--- src/rtl/policy_pkg.sv ---
// Shared types and constants for the epsilon-greedy action selector.
// Holds the FSM encoding, Q8.8 constants and the LFSR feedback taps.
package policy_pkg;

  typedef enum logic [1:0] {
    ST_IDLE,
    ST_SCAN,
    ST_DONE
  } state_t;

  localparam int          FRAC_BITS = 8;
  localparam logic [15:0] EPS_ONE   = 16'h0100;
  localparam logic [15:0] LFSR_POLY = 16'hB400;

endpackage

--- src/rtl/epsilon_greedy_policy_lfsr16.sv ---
// 16-bit Galois LFSR, x^16+x^14+x^13+x^11+1, right-shifting.
// Advances only when enabled; reset loads the seed.
module lfsr16 #(
  parameter logic [15:0] SEED = 16'hACE1
) (
  input  logic        clk,
  input  logic        rst_n,
  input  logic        advance,
  output logic [15:0] state
);
  import policy_pkg::*;

  always_ff @(posedge clk or negedge rst_n) begin
    if (!rst_n) begin
      state <= SEED;
    end else if (advance) begin
      state <= (state >> 1) ^ (state[0] ? LFSR_POLY : 16'h0000);
    end
  end

endmodule

--- src/rtl/epsilon_greedy_policy.sv ---
// Epsilon-greedy action selector: serial argmax over latched Q values,
// LFSR-driven exploration and decaying Q8.8 epsilon.
module epsilon_greedy_policy #(
  parameter int          NUM_ACTIONS = 4,
  parameter int          Q_WIDTH     = 16,
  parameter logic [15:0] LFSR_SEED   = 16'hACE1
) (
  input  logic                           clk,
  input  logic                           rst_n,
  input  logic                           in_valid,
  output logic                           in_ready,
  input  logic [NUM_ACTIONS*Q_WIDTH-1:0] q_values,
  input  logic                           eps_load,
  input  logic [15:0]                    eps_init,
  input  logic [15:0]                    eps_step,
  input  logic [15:0]                    eps_min,
  output logic                           out_valid,
  input  logic                           out_ready,
  output logic [NUM_ACTIONS-1:0]         action,
  output logic [$clog2(NUM_ACTIONS)-1:0] action_idx,
  output logic                           explore,
  output logic [15:0]                    epsilon_q
);
  import policy_pkg::*;

  localparam int IW = $clog2(NUM_ACTIONS);
  localparam int CW = $clog2(NUM_ACTIONS + 1);

  state_t                         state;
  logic [CW-1:0]                  cnt;
  logic [NUM_ACTIONS*Q_WIDTH-1:0] q_lat;
  logic signed [Q_WIDTH-1:0]      best;
  logic [IW-1:0]                  best_idx;
  logic [15:0]                    lfsr;
  logic                           accept;
  logic                           last;
  logic [IW-1:0]                  sel;
  logic signed [Q_WIDTH-1:0]      cur;
  logic [15:0]                    rand_prod;
  logic [IW-1:0]                  rand_idx;
  logic                           explore_n;
  logic [IW-1:0]                  idx_n;
  logic [16:0]                    diff;
  logic [15:0]                    eps_next;

  assign in_ready = rst_n & (state == ST_IDLE);
  assign accept   = in_valid & in_ready;

  lfsr16 #(
    .SEED    (LFSR_SEED)
  ) u_lfsr (
    .clk     (clk),
    .rst_n   (rst_n),
    .advance (accept),
    .state   (lfsr)
  );

  // cnt == NUM_ACTIONS is the extra cycle that publishes the result
  assign last = (cnt == CW'(NUM_ACTIONS));
  assign sel  = last ? '0 : cnt[IW-1:0];
  assign cur  = q_lat[sel*Q_WIDTH +: Q_WIDTH];

  assign rand_prod = {8'h00, lfsr[15:8]} * 16'(NUM_ACTIONS);
  assign rand_idx  = IW'(rand_prod >> FRAC_BITS);
  assign explore_n = (epsilon_q >= EPS_ONE)
                   | ({8'h00, lfsr[7:0]} < epsilon_q);
  assign idx_n     = explore_n ? rand_idx : best_idx;

  always_comb begin
    diff     = {1'b0, epsilon_q} - {1'b0, eps_step};
    eps_next = epsilon_q;
    if (epsilon_q >= eps_min) begin
      if (diff[16] || (diff[15:0] < eps_min)) begin
        eps_next = eps_min;
      end else begin
        eps_next = diff[15:0];
      end
    end
  end

  always_ff @(posedge clk or negedge rst_n) begin
    if (!rst_n) begin
      state      <= ST_IDLE;
      cnt        <= '0;
      q_lat      <= '0;
      best       <= '0;
      best_idx   <= '0;
      out_valid  <= 1'b0;
      action     <= '0;
      action_idx <= '0;
      explore    <= 1'b0;
      epsilon_q  <= '0;
    end else begin
      if (eps_load) begin
        epsilon_q <= eps_init;
      end
      unique case (state)
        ST_IDLE: begin
          if (in_valid) begin
            q_lat <= q_values;
            cnt   <= '0;
            state <= ST_SCAN;
          end
        end
        ST_SCAN: begin
          if (last) begin
            state      <= ST_DONE;
            out_valid  <= 1'b1;
            explore    <= explore_n;
            action_idx <= idx_n;
            action     <= NUM_ACTIONS'(1) << idx_n;
          end else begin
            // strict compare keeps the lowest index on ties
            if ((cnt == '0) || (cur > best)) begin
              best     <= cur;
              best_idx <= sel;
            end
            cnt <= cnt + 1'b1;
          end
        end
        ST_DONE: begin
          if (out_ready) begin
            state     <= ST_IDLE;
            out_valid <= 1'b0;
            if (!eps_load) begin
              epsilon_q <= eps_next;
            end
          end
        end
        default: state <= ST_IDLE;
      endcase
    end
  end

endmodule

--- config.mk ---
export PLATFORM = sky130hd
export DESIGN_NAME = epsilon_greedy_policy
export DESIGN_NICKNAME = d
export VERILOG_FILES = /design/src/rtl/policy_pkg.sv /design/src/rtl/epsilon_greedy_policy_lfsr16.sv /design/src/rtl/epsilon_greedy_policy.sv
export SDC_FILE = /design/constraint.sdc
export NUM_CORES = 1
export LEC_CHECK = 0
export BUFFER_PORTS_ARGS = -buffer_cell sky130_fd_sc_hd__buf_2
export CORE_MARGIN = 3
export CORE_UTILIZATION = 53
export CTS_CLUSTER_DIAMETER = 30
export DETAILED_ROUTE_END_ITERATION = 10
export GPL_ROUTABILITY_DRIVEN = 0
export GPL_TIMING_DRIVEN = 1
export PLACE_DENSITY = 0.88
export SLEW_MARGIN = 10
export SYNTH_ARGS = -nofsm -noshare
export SYNTH_HDL_FRONTEND = slang
export SYNTH_SLANG_ARGS = --single-unit
export TNS_END_PERCENT = 5
--- constraint.sdc ---
create_clock -name clk -period 7.6 [get_ports clk]
set_input_delay 1.52 -clock clk [delete_from_list [all_inputs] [get_ports clk]]
set_output_delay 1.52 -clock clk [all_outputs]
set_load 0.05 [all_outputs]
==> impl_results.md <==
- Die X: 128.7 µm
- Ys flop type: dfrtp_1
- Number of top-level pins: 142
- Post-CTS sizing: 0
- Register area share after synthesis: 39.96%
- Initial antenna violation count: 2
- Synth top area cells: dfrtp_1, mux2_2, ha_1
- Power Total: 3.690 mW
- Ratio of cells with drive above 1 in the final layout: 31.42%
- GR Util met3: 4.732%
- Worst Hold Slack: 489.1 ps
- Flops & latches, synth: 127
- Height of the die: 128.7 µm
- Final TNS setup: 0 ps
- Die area: 16560 µm²
- Min setup slack post-route: 2145 ps
- Fmax: 183.3 MHz
- GRT Util Overall: 23.90%
- First-pass GRT wire length: 31840 µm
- Period utilization: 71.77%
- GR peak layer: met2
- Required @ worst endpoint: 7900 ps
- Fillcell total: 1079
- HP Class: reg -> reg
- Post-route ant nets: 0
- Tmin final: 5455 ps
- Peak VDD IR: 0.2204 mV
- Comb power frac: 46.8%
- Worst EP arrival: 5760 ps
- Clock Sinks: 127
- Fin. max-slew vios: 0
- Pint: 2.248 mW
- Asr flop ratio synth: 100.0%
- Slew HR: 14.39%
- Total CTS buffers: 17
- Post-CTS Hold Buffers: 0
- NumNets Final: 1100
- Placed insts: 1075
- DP Worst Slack: 1878 ps
- Area Growth Syn to Fin: 17.90%
- Netlist cell types: 70
- Switching Power: 1.442 mW
- Vias per inst: 5.941
- Clk_lat worst skew: 420 ps
- PortBufs: 141
- Switching Fraction: 39.07%
- Vias in the first global route: 6522
- Top-area cell type share of the netlist area: 37.33%
- Clock Tree Root: clkbuf_16
- CP Max Fanout: 29
- Routed WL per cell: 17.68 µm
- Max-cap viol count: 0
- Via count: 6583
- EDFF count, synth: 0
- Syn Area/Cell: 10.28 µm²
- Startpoint types: flop
- TritonCTS clock tree: done
- Net Count, Synth: 966
- Final setup fails: 0
- Drt first pass iters: 5
- Sequential power share: 31.7%
- Largest net degree at the start of global routing: 68
- YS warnings: 0
- Pleak: 4.591 nW
- Total gr overflow: 0
- Worst slew pin tran: 1279 ps
- Clock Skew: 6.139 ps
- Final wirelength: 19590 µm
- Starting Density: 54.48%
- Row count: 44
- Post-CTS Setup Bufs: 0
- Longest Clk Path Bufs: 2
- CP Class: reg -> reg
- Met2 Use GR: 38.60%
- Mapped Area: 7978 µm²
- Post-Place Cell Area: 8821 µm²
- Core area: 14640 µm²
- Largest area contributor in the netlist: dfrtp_1
- DRC: 0
- Met1 Usage GRT: 32.11%
- Fin util: 64.23%
- Clock transition at path regs: 60 ps
- Clk pwr share: 21.5%
- Status: finished, final reports clean
- Power Density: 392.3 nW/µm²
- Post-Syn Instances: 776
- Final instance area: 9405 µm²
- CTS HTree Levels: 4
- Violation count after the first detailed-route iteration: 397
- Final Non-Filler Cells: 1108
- RSZ-0062 raised after global routing: no
- Final hold vios: 0
- Hpwl dp: 14270 µm
- Critical path capture point type: flop
synth_stat cells (4+ instances only):
| cell | number |
|---|---|
| a2111oi_0 | 4 |
| nand4_1 | 6 |
| o21a_1 | 5 |
| a21o_1 | 13 |
| a211o_1 | 8 |
| a22oi_1 | 5 |
| nand3_1 | 9 |
| o22ai_1 | 7 |
| ha_1 | 72 |
| o211ai_1 | 6 |
| nor3_1 | 4 |
| mux2i_1 | 18 |
| mux2_1 | 9 |
| a211oi_1 | 20 |
| o21ai_1 | 6 |
| o21ai_0 | 21 |
| nor4_1 | 5 |
| or3_1 | 4 |
| and2_1 | 9 |
| a31oi_1 | 22 |
| clkbuf_1 | 24 |
| inv_1 | 64 |
| nand2b_1 | 9 |
| nor2_1 | 26 |
| a21oi_1 | 28 |
| nor2b_1 | 21 |
| nand2_1 | 64 |
| dfrtp_1 | 119 |
| dfstp_2 | 8 |
| mux2_2 | 89 |
| xnor2_1 | 13 |
power groups by stage:
stage               registers (mW)  logic, mW  clock network, mW
global route                  1.20       1.91              0.834
detailed placement            1.17       1.70                  0
finish                        1.17       1.73              0.793
floorplan                     1.17       1.27                  0
global placement              1.15       1.61                  0
CTS                           1.16       1.73              0.798
final timing paths:
check | end | slack, ps | depth (start not counted) | startpoint
worst max register to register | best[5]$_DFFE_PN0P_ | 2150 | 16 | cnt[0]$_DFFE_PN0P_
worst max-delay path | best[5]$_DFFE_PN0P_ | 2150 | 16 | cnt[0]$_DFFE_PN0P_
min in group asynchronous | epsilon_q[13]$_DFFE_PN0P_ | 1200 | 1 | rst_n
worst min register to register | out_valid$_DFFE_PN0P_ | 490 | 2 | out_valid$_DFFE_PN0P_
max in group asynchronous | action[3]$_DFFE_PN0P_ | 5090 | 2 | rst_n
worst min-delay path | out_valid$_DFFE_PN0P_ | 490 | 2 | out_valid$_DFFE_PN0P_
logic make-up after synthesis:
family	after synthesis	synth area share (%)
buf+inv	95	4.721
fa+ha+maj	73	11.54
mux	116	16.09
simple gates	178	11.36
compound gates	171	14.57
flops	127	39.96
xor+xnor	16	1.757
placed cells by master, fill, tap and decap left out, types with 17 or more instances in the layout:
cell         n
a211oi_1    20
a21oi_1     28
a31oi_1     22
buf_2      140
clkbuf_16   17
dfrtp_1    119
ha_1        72
inv_1       64
mux2_2      89
mux2i_1     18
nand2_1     64
nor2_1      25
nor2b_1     21
o21ai_0     21
worst max-delay path, cell delays in order, from the launching register on:
cell and delay (ps):
dfrtp_1 320, buf_4 300, inv_2 180, ha_1 300
and2_1 240, nor2_1 970, nand2_1 140, a31oi_1 290
ha_1 300, a21o_1 200, a21oi_1 180, a21oi_1 100
a211o_1 290, a31oi_1 230, a2111oi_2 90, o21ai_2 780
mux2_2 420
final cells by class:
cell class | instances | area [µm²] | share of cell area, %
flip-flops and latches | 127 | 3188 | 33.90
clock inverters | 13 | 128.9 | 1.370
repair buffers | 145 | 738.2 | 7.849
inverters | 65 | 244.0 | 2.594
clock buffers | 19 | 452.9 | 4.816
well taps | 184 | 230.2 | 2.448
multi-input cells | 554 | 4420 | 47.00
diodes | 1 | 2.502 | 0.02661
layer usage:
layer / vias to the layer above / wire, µm
li1: 3069 / -
met1: 3210 / 8529
met2: 258 / 9293
met3: 44 / 1247
met4: 2 / 510
met5: - / 13
state kept, by name, indices dropped and copies added, names as in the netlist:
register and flops:
q_lat 64, action_idx 2, explore 1, best_idx 2
u_lfsr.state 16, best 16, action 4, out_valid 1
epsilon_q 16, state 2, cnt 3
Power figures use the tool's default switching activity.
